<file path="config.mk">
export PLATFORM = sky130hd
export DESIGN_NAME = reg_file_sb
export DESIGN_NICKNAME = d
export VERILOG_FILES = /design/src/rtl/reg_file_pkg.sv /design/src/rtl/reg_scoreboard.sv /design/src/rtl/reg_file_sb.sv
export SDC_FILE = /design/constraint.sdc
export NUM_CORES = 2
export LEC_CHECK = 0
export CAP_MARGIN = 20
export CORE_ASPECT_RATIO = 1.1
export CORE_UTILIZATION = 52
export DETAILED_ROUTE_END_ITERATION = 16
export DONT_BUFFER_PORTS = 1
export PLACE_DENSITY = 0.74
export SETUP_SLACK_MARGIN = 0.3
export SYNTH_ARGS = -nofsm -noshare
export SYNTH_HDL_FRONTEND = slang
export SYNTH_SLANG_ARGS = --single-unit
</file>
<file path="constraint.sdc">
create_clock -name CLK -period 6 [get_ports CLK]
set_input_delay 1.2 -clock CLK [delete_from_list [all_inputs] [get_ports CLK]]
set_output_delay 1.2 -clock CLK [all_outputs]
set_load 0.05 [all_outputs]
</file>
<file path="src/rtl/reg_file_pkg.sv">
// rtl/reg_file_pkg.sv - shared defaults, types and helpers for the scoreboarded register file
package reg_file_pkg;

  localparam int XLEN_D  = 32;
  localparam int NREGS_D = 32;

  typedef logic [NREGS_D-1:0] busy_vec_t;

  function automatic int idx_w(input int n);
    return $clog2(n);
  endfunction

endpackage

</file>
<file path="src/rtl/reg_scoreboard.sv">
// rtl/reg_scoreboard.sv - per-register pending-writeback busy bits with set/clear/flush priority
module reg_scoreboard
  import reg_file_pkg::*;
#(
  parameter int NREGS = NREGS_D,
  parameter int NWR   = 1,
  localparam int AW   = idx_w(NREGS)
) (
  input  logic              clk,
  input  logic              rst_n,
  input  logic [NWR-1:0]    wr_en,
  input  logic [NWR*AW-1:0] wr_reg,
  input  logic              issue_valid,
  input  logic [AW-1:0]     issue_reg,
  input  logic              flush,
  output logic [NREGS-1:0]  busy,
  output logic              busy_any
);

  logic [NREGS-1:0] busy_q, busy_d;
  logic             busy_any_q;

  // Order matters: writeback clears first, then a younger issue re-claims, flush overrides all.
  always_comb begin
    busy_d = busy_q;
    for (int w = 0; w < NWR; w++) begin
      if (wr_en[w]) busy_d[wr_reg[w*AW +: AW]] = 1'b0;
    end
    if (issue_valid && issue_reg != '0) busy_d[issue_reg] = 1'b1;
    if (flush) busy_d = '0;
    busy_d[0] = 1'b0;
  end

  always_ff @(posedge clk or negedge rst_n) begin
    if (!rst_n) begin
      busy_q     <= '0;
      busy_any_q <= 1'b0;
    end else begin
      busy_q     <= busy_d;
      busy_any_q <= |busy_d;
    end
  end

  assign busy     = busy_q;
  assign busy_any = busy_any_q;

endmodule

</file>
<file path="src/rtl/reg_file_sb.sv">
// rtl/reg_file_sb.sv - multi-port register file with write-first bypass and busy scoreboard
module reg_file_sb
  import reg_file_pkg::*;
#(
  parameter int XLEN  = XLEN_D,
  parameter int NREGS = NREGS_D,
  parameter int NRD   = 2,
  parameter int NWR   = 1,
  localparam int AW   = idx_w(NREGS)
) (
  input  logic                CLK,
  input  logic                RSTn,
  input  logic [NRD*AW-1:0]   read_reg,
  output logic [NRD*XLEN-1:0] read_data,
  output logic [NRD-1:0]      read_busy,
  input  logic [NWR-1:0]      RegWrite,
  input  logic [NWR*AW-1:0]   write_reg,
  input  logic [NWR*XLEN-1:0] write_data,
  input  logic                issue_valid,
  input  logic [AW-1:0]       issue_reg,
  input  logic                flush,
  output logic                busy_any
);

  logic [XLEN-1:0]  regs_q [NREGS];
  logic [NREGS-1:0] busy;

  // Later ports are applied last so the highest write port wins a same-index conflict.
  always_ff @(posedge CLK or negedge RSTn) begin
    if (!RSTn) begin
      for (int i = 0; i < NREGS; i++) regs_q[i] <= '0;
    end else begin
      for (int w = 0; w < NWR; w++) begin
        if (RegWrite[w] && write_reg[w*AW +: AW] != '0)
          regs_q[write_reg[w*AW +: AW]] <= write_data[w*XLEN +: XLEN];
      end
    end
  end

  reg_scoreboard #(
    .NREGS (NREGS),
    .NWR   (NWR)
  ) u_scoreboard (
    .clk         (CLK),
    .rst_n       (RSTn),
    .wr_en       (RegWrite),
    .wr_reg      (write_reg),
    .issue_valid (issue_valid),
    .issue_reg   (issue_reg),
    .flush       (flush),
    .busy        (busy),
    .busy_any    (busy_any)
  );

  for (genvar p = 0; p < NRD; p++) begin : g_rd
    logic [AW-1:0]   ridx;
    logic [XLEN-1:0] rdat;
    logic            hit;

    assign ridx = read_reg[p*AW +: AW];

    always_comb begin
      rdat = regs_q[ridx];
      hit  = 1'b0;
      for (int w = 0; w < NWR; w++) begin
        if (RegWrite[w] && write_reg[w*AW +: AW] == ridx) begin
          rdat = write_data[w*XLEN +: XLEN];
          hit  = 1'b1;
        end
      end
      if (ridx == '0) begin
        rdat = '0;
        hit  = 1'b0;
      end
    end

    // Gating with RSTn keeps a live bypass from leaking write data while reset is held.
    assign read_data[p*XLEN +: XLEN] = RSTn ? rdat : '0;
    assign read_busy[p]              = RSTn & busy[ridx] & ~hit;
  end

endmodule

</file>
## Word-level counts from Yosys, hierarchy flattened

Cells that the tools add are included.

| word-level totals | value |
|---|---|
| latch bits | 0 |
| memories kept | 0 |
| output and inout port bits | 67 |
| memory bits (writable) | 0 |
| register bits | 1,056 |
| input port bits | 57 |
| memory bits (read-only) | 0 |
| logic and storage cells | 100 |

| operators by class | value |
|---|---|
| bitwise logic cells | 12 |
| shifts and indexed selects | 0 |
| $mul | 0 |
| $lt $le $gt $ge | 10 |
| reductions and logical operators | 12 |
| div/mod/pow operators | 0 |
| $add $sub $neg | 0 |
| equality and inequality tests | 2 |
| mux-type cells | 30 |

Operator list:

| operator | number |
|---|---|
| bitwise mux 1024 bit | 1 |
| 2-to-1 mux 32 bit | 14 |
| binary-select mux 32 bit (select 5 bit) | 2 |
| demux 32 bit (select 5 bit) | 1 |
| AND 32 bit | 1 |
| NOT 32 bit | 1 |
| OR 32 bit | 1 |
| OR reduction 31 bit | 1 |
| < comparator 5 x 6 -> 1 bit, second input constant | 4 |
| >= comparator 6 bit, second input constant | 3 |
| NOT 5 -> 6 bit | 3 |
| binary-select mux 1 bit (select 5 bit) | 2 |
| demux 1 bit (select 5 bit) | 2 |
| equality test 5 bit | 2 |
| >= comparator 5 x 1 -> 1 bit, second input constant | 2 |
| zero test 5 bit | 2 |
| nonzero test 5 bit | 2 |
| 2-to-1 mux 1 bit | 8 |
| logical AND 1 bit | 7 |
| < comparator 6 x 1 -> 1 bit, second input constant | 1 |
| AND 1 bit | 4 |
| NOT 1 bit | 2 |

## Logic depth before layout (Yosys ltp)

| depth | value |
|---|---|
| word-level depth | 11 |
| depth in mapped cells | 11 |
| mapped depth without buffers | 6 |

## Modules after synthesis

From an unflattened synthesis, not the netlist that was laid out.

| second synthesis, totals | value |
|---|---|
| cells, all modules | 3,866 |
| area total of the unflattened synthesis | 57,486.4 µm² |

By module, submodules not included:

| module | times used | area each (µm²) | seq. area each (µm²) | cells each |
|---|---|---|---|---|
| reg_file_sb | 1 | 55,773.5 | 25,624.6 | 3,710 |
| reg_scoreboard | 1 | 1,712.9 | 800.8 | 156 |

## Worst setup path before layout

OpenSTA, ideal clock, no wires.

| timing | value |
|---|---|
| path type | input-to-output |
| start point | in read_reg[5] |
| end point | out read_data[47] |
| required time | 4.800 ns |
| data arrival time | 3.777 ns |
| slack | 1.023 ns |
| buffers on the path | 5 |
| stages | 11 |
| cells stage by stage | buf_2 buf_4 buf_4 buf_6 buf_4 mux2i_1 nand2_1 o21ai_0 a2111oi_0 nor3_1 nor3_1 |

| on the way | value |
|---|---|
| cells in the longest elaborated chain, start to end | 7 |
| elaborated cells between the ends (all ways) | 10 |
| classes of those cells | 1 x eq/ne; 6 x mux; 1 x bitwise; 2 x reduce/logical |

Ends and longest elaborated chain:

| item | RTL line | text |
|---|---|---|
| start: declaration | reg_file_sb.sv:13 | `input logic [NRD*AW-1:0] read_reg,` |
| NOT 5 -> 6 bit (not written as such) | reg_file_sb.sv:63 | `rdat = regs_q[ridx];` |
| binary-select mux 32 bit (select 5 bit) | reg_file_sb.sv:63 |  |
| 2-to-1 mux 32 bit (not written as such) (2 in a row) | reg_file_sb.sv:63 |  |
| 2-to-1 mux 32 bit | reg_file_sb.sv:66 | `if (RegWrite[w] && write_reg[w*AW +: AW] == ridx) begin` |
| 2-to-1 mux 32 bit * | reg_file_sb.sv:71 | `if (ridx == '0) begin` |
| 2-to-1 mux 32 bit * | reg_file_sb.sv:78 | `assign read_data[p*XLEN +: XLEN] = RSTn ? rdat : '0;` |
| end: declaration | reg_file_sb.sv:14 | `output logic [NRD*XLEN-1:0] read_data,` |

Every way passes the cells marked *; elsewhere a longest branch is shown, timed or not. The select of a mux whose other input is x is not followed.

## Worst setup path in the final report

| timing | value |
|---|---|
| start point | in RSTn |
| end point | out read_data[7] |

| on the way | value |
|---|---|
| cells in the longest elaborated chain, start to end | 1 |

Ends and longest elaborated chain:

| item | RTL line | text |
|---|---|---|
| start: declaration | reg_file_sb.sv:12 | `input logic RSTn,` |
| 2-to-1 mux 32 bit | reg_file_sb.sv:78 |  |

Every way passes these cells.

==> results.ini <==
[outcome]
status = finished, violations left
violations = max-slew violations

[logic_synthesis]
syn_nets = 3939
synth-seq-cells = 1056
ys.flop_type = dfrtp_1
syn_avg_cell_area_sq_um = 14.7
netlist_area_sq_mm = 0.0569
synth_cell_type_count = 54
yosys_warnings = 0
synthCells = 3882
synthArstFlopShare_pct = 100
ys_seq_area_share_pct = 46.4
synth-edff-count = 0

[global_route]
grt_overflow = 0
antenna_found_initial = 1
grt_max_degree = 1062
grt_pass1_wl_um = 252000
grt_usage_pct = 30.6
grt_pass1_vias = 37700

[final_layout]
nFillCells = 8273
most-common-layout-cells = dfrtp_1, mux2_2, mux4_2
layout.nets = 3694
layoutNonFillerInstCount = 5133
fin_area_sq_mm = 0.0617
drive_above_1_share_pct = 49.2
final_common_cell = dfrtp_1
area_growth_syn_to_layout_pct = 8.42

[floorplanning]
fp.dieW_um = 317
io_pins = 124
rows = 126
die_y_um = 349
coreArea_sq_mm = 0.108
die-area_sq_mm = 0.111
start_util_pct = 52.7

[clock_network]
clockBufferDepth = 3
hold_buffers = 0
cts_buffers = 108
clkTransAtPathRegs_ns = 0.06
cts_resized = 0
cts_root_buffer = clkbuf_16
post_cts_buffers = 0
insertion_delay_ns = 0.68
clock_sinks = 1056
cts.htree.levels = 3
cts_tree = built

[setup_path]
start_kind = primary input
reg2reg_setup_slack_ns = 4.02
worstPathRequired_ns = 4.80
critPathKind = primary input to output pin
endpoint_kind = output pin
crit_arrival_ns = 4.26
path_max_fanout = 222

[place]
place_area_sq_mm = 0.0578
port_buffers = 0
dp_hpwl_um = 88600
place_ws_ns = 1.01
gp_congestion = 0.850
dp.cells = 4930

[detailed_routing]
drc = 0
finalWirelength_um = 169000
drtIter0Drc = 3825
drtAntennaViolNets = 0
wl_per_cell_um = 32.8
firstDrtPassIters = 6
vias = 36100
vias_per_cell = 7.04

[sta]
maxSlewHeadroom_pct = -24.5
hold_viol_final = 0
max_freq_ghz = 0.183
report.final.slew_viol_count = 245
worst_clock_skew_ns = 0.00209
fin_setup_tns_ns = 0
worst_pin_slew_ns = 1.87
worst_slack_ns = 0.536
finalCriticalPeriod_ns = 5.46
finalSetupViolations = 0
grt_setup_unrepaired = no
min_period_over_period_pct = 91.1

[power_and_ir_drop]
power_density_mw_per_mm2 = 331
p_leak_nw = 26.5
ir_drop_mv = 0.236
total_power_mw = 20.4

[hold_path]
hold_path_class = flop to flop

[flow_run]
cap_violations = 0

worst max-delay path, cell delays in order:
cell and delay (ns):
buf_16 0.60, o21ai_0 0.45, nor2_4 0.76, a22oi_1 0.44, nand2_1 0.49
cells by family (layout without fill, tap and decap cells):
logic type             count (synthesis)  count (layout)  share of synthesized area [%]
flip-flops                          1056            1056                           46.4
multiplexers                        1700            1700                           43.0
XOR/XNOR                              10              10                          0.154
AO/OA/AOI/OAI                        322             322                           4.11
AND/OR/NAND/NOR                      337             337                           3.00
other                                  0               1                              0
buffers and inverters                457             299                           3.36
registers in the layout, indices dropped and copies added (netlist names):
| register | cells |
|---|---|
| u_scoreboard.busy | 31 |
| regs_q | 1024 |
| u_scoreboard.busy_any | 1 |
cell type report:
class                   instances  area (sq um)  share of cell area [%]
clock buffers                 160          3240                    5.25
flip-flops and latches       1056         26400                    42.8
diodes                          1          2.50                 0.00405
clock inverters                37           546                   0.884
repair buffers                 88           761                    1.23
multi-input cells            2369         28900                    46.9
inverters                      14          52.6                  0.0851
well taps                    1408          1760                    2.85
path summary, 6_finish.rpt:
path / cells after the start / end / from
setup / recovery: 5 / read_data[7] / RSTn
hold / removal: 0 / regs_q[1022] / regs_q[1022]
setup reg to reg: 4 / u_scoreboard.busy_any / u_scoreboard.busy[5]
hold reg to reg: 0 / regs_q[1022] / regs_q[1022]
max in group asynchronous: 3 / regs_q[941] / RSTn
min in group asynchronous: 1 / regs_q[32] / RSTn
synth_stat cells, drive strengths merged (31+ instances only):
cell / n / area (sq um)
buf: 179 / 870
o21ai: 37 / 185
clkbuf: 264 / 992
mux2i: 199 / 1990
nor3: 38 / 195
nand2: 114 / 430
nor2b: 46 / 288
a22oi: 58 / 435
mux2: 1007 / 11300
mux4: 494 / 11100
a21oi: 44 / 220
a22o: 31 / 272
nor2: 69 / 259
dfrtp: 1056 / 26400
a211oi: 42 / 315
where the power goes:
group / internal [mW] / switching [mW]
clock network: 4.28 / 2.91
registers: 8.44 / 0.958
logic: 2.41 / 1.41
total: 15.1 / 5.28
stage by stage:
stage / util (%) / hold slack, ns
2_1_floorplan: - / 0.441
4_1_cts: 57.0 / 0.268
3_3_place_gp: 53.5 / 0.377
3_5_place_dp: 53.5 / 0.382
6_report: 57.2 / 0.397
5_1_grt: 57.2 / 0.407
metal layers:
metal  routed length, um  GRT usage [%]  up-vias
li1                    -              -    14500
met1               65400           39.8    19500
met2               80200           49.1     1686
met3               13300           6.02      496
met4                9600           16.0        2
met5                  13              0        -
Power figures use the tool's default switching activity.
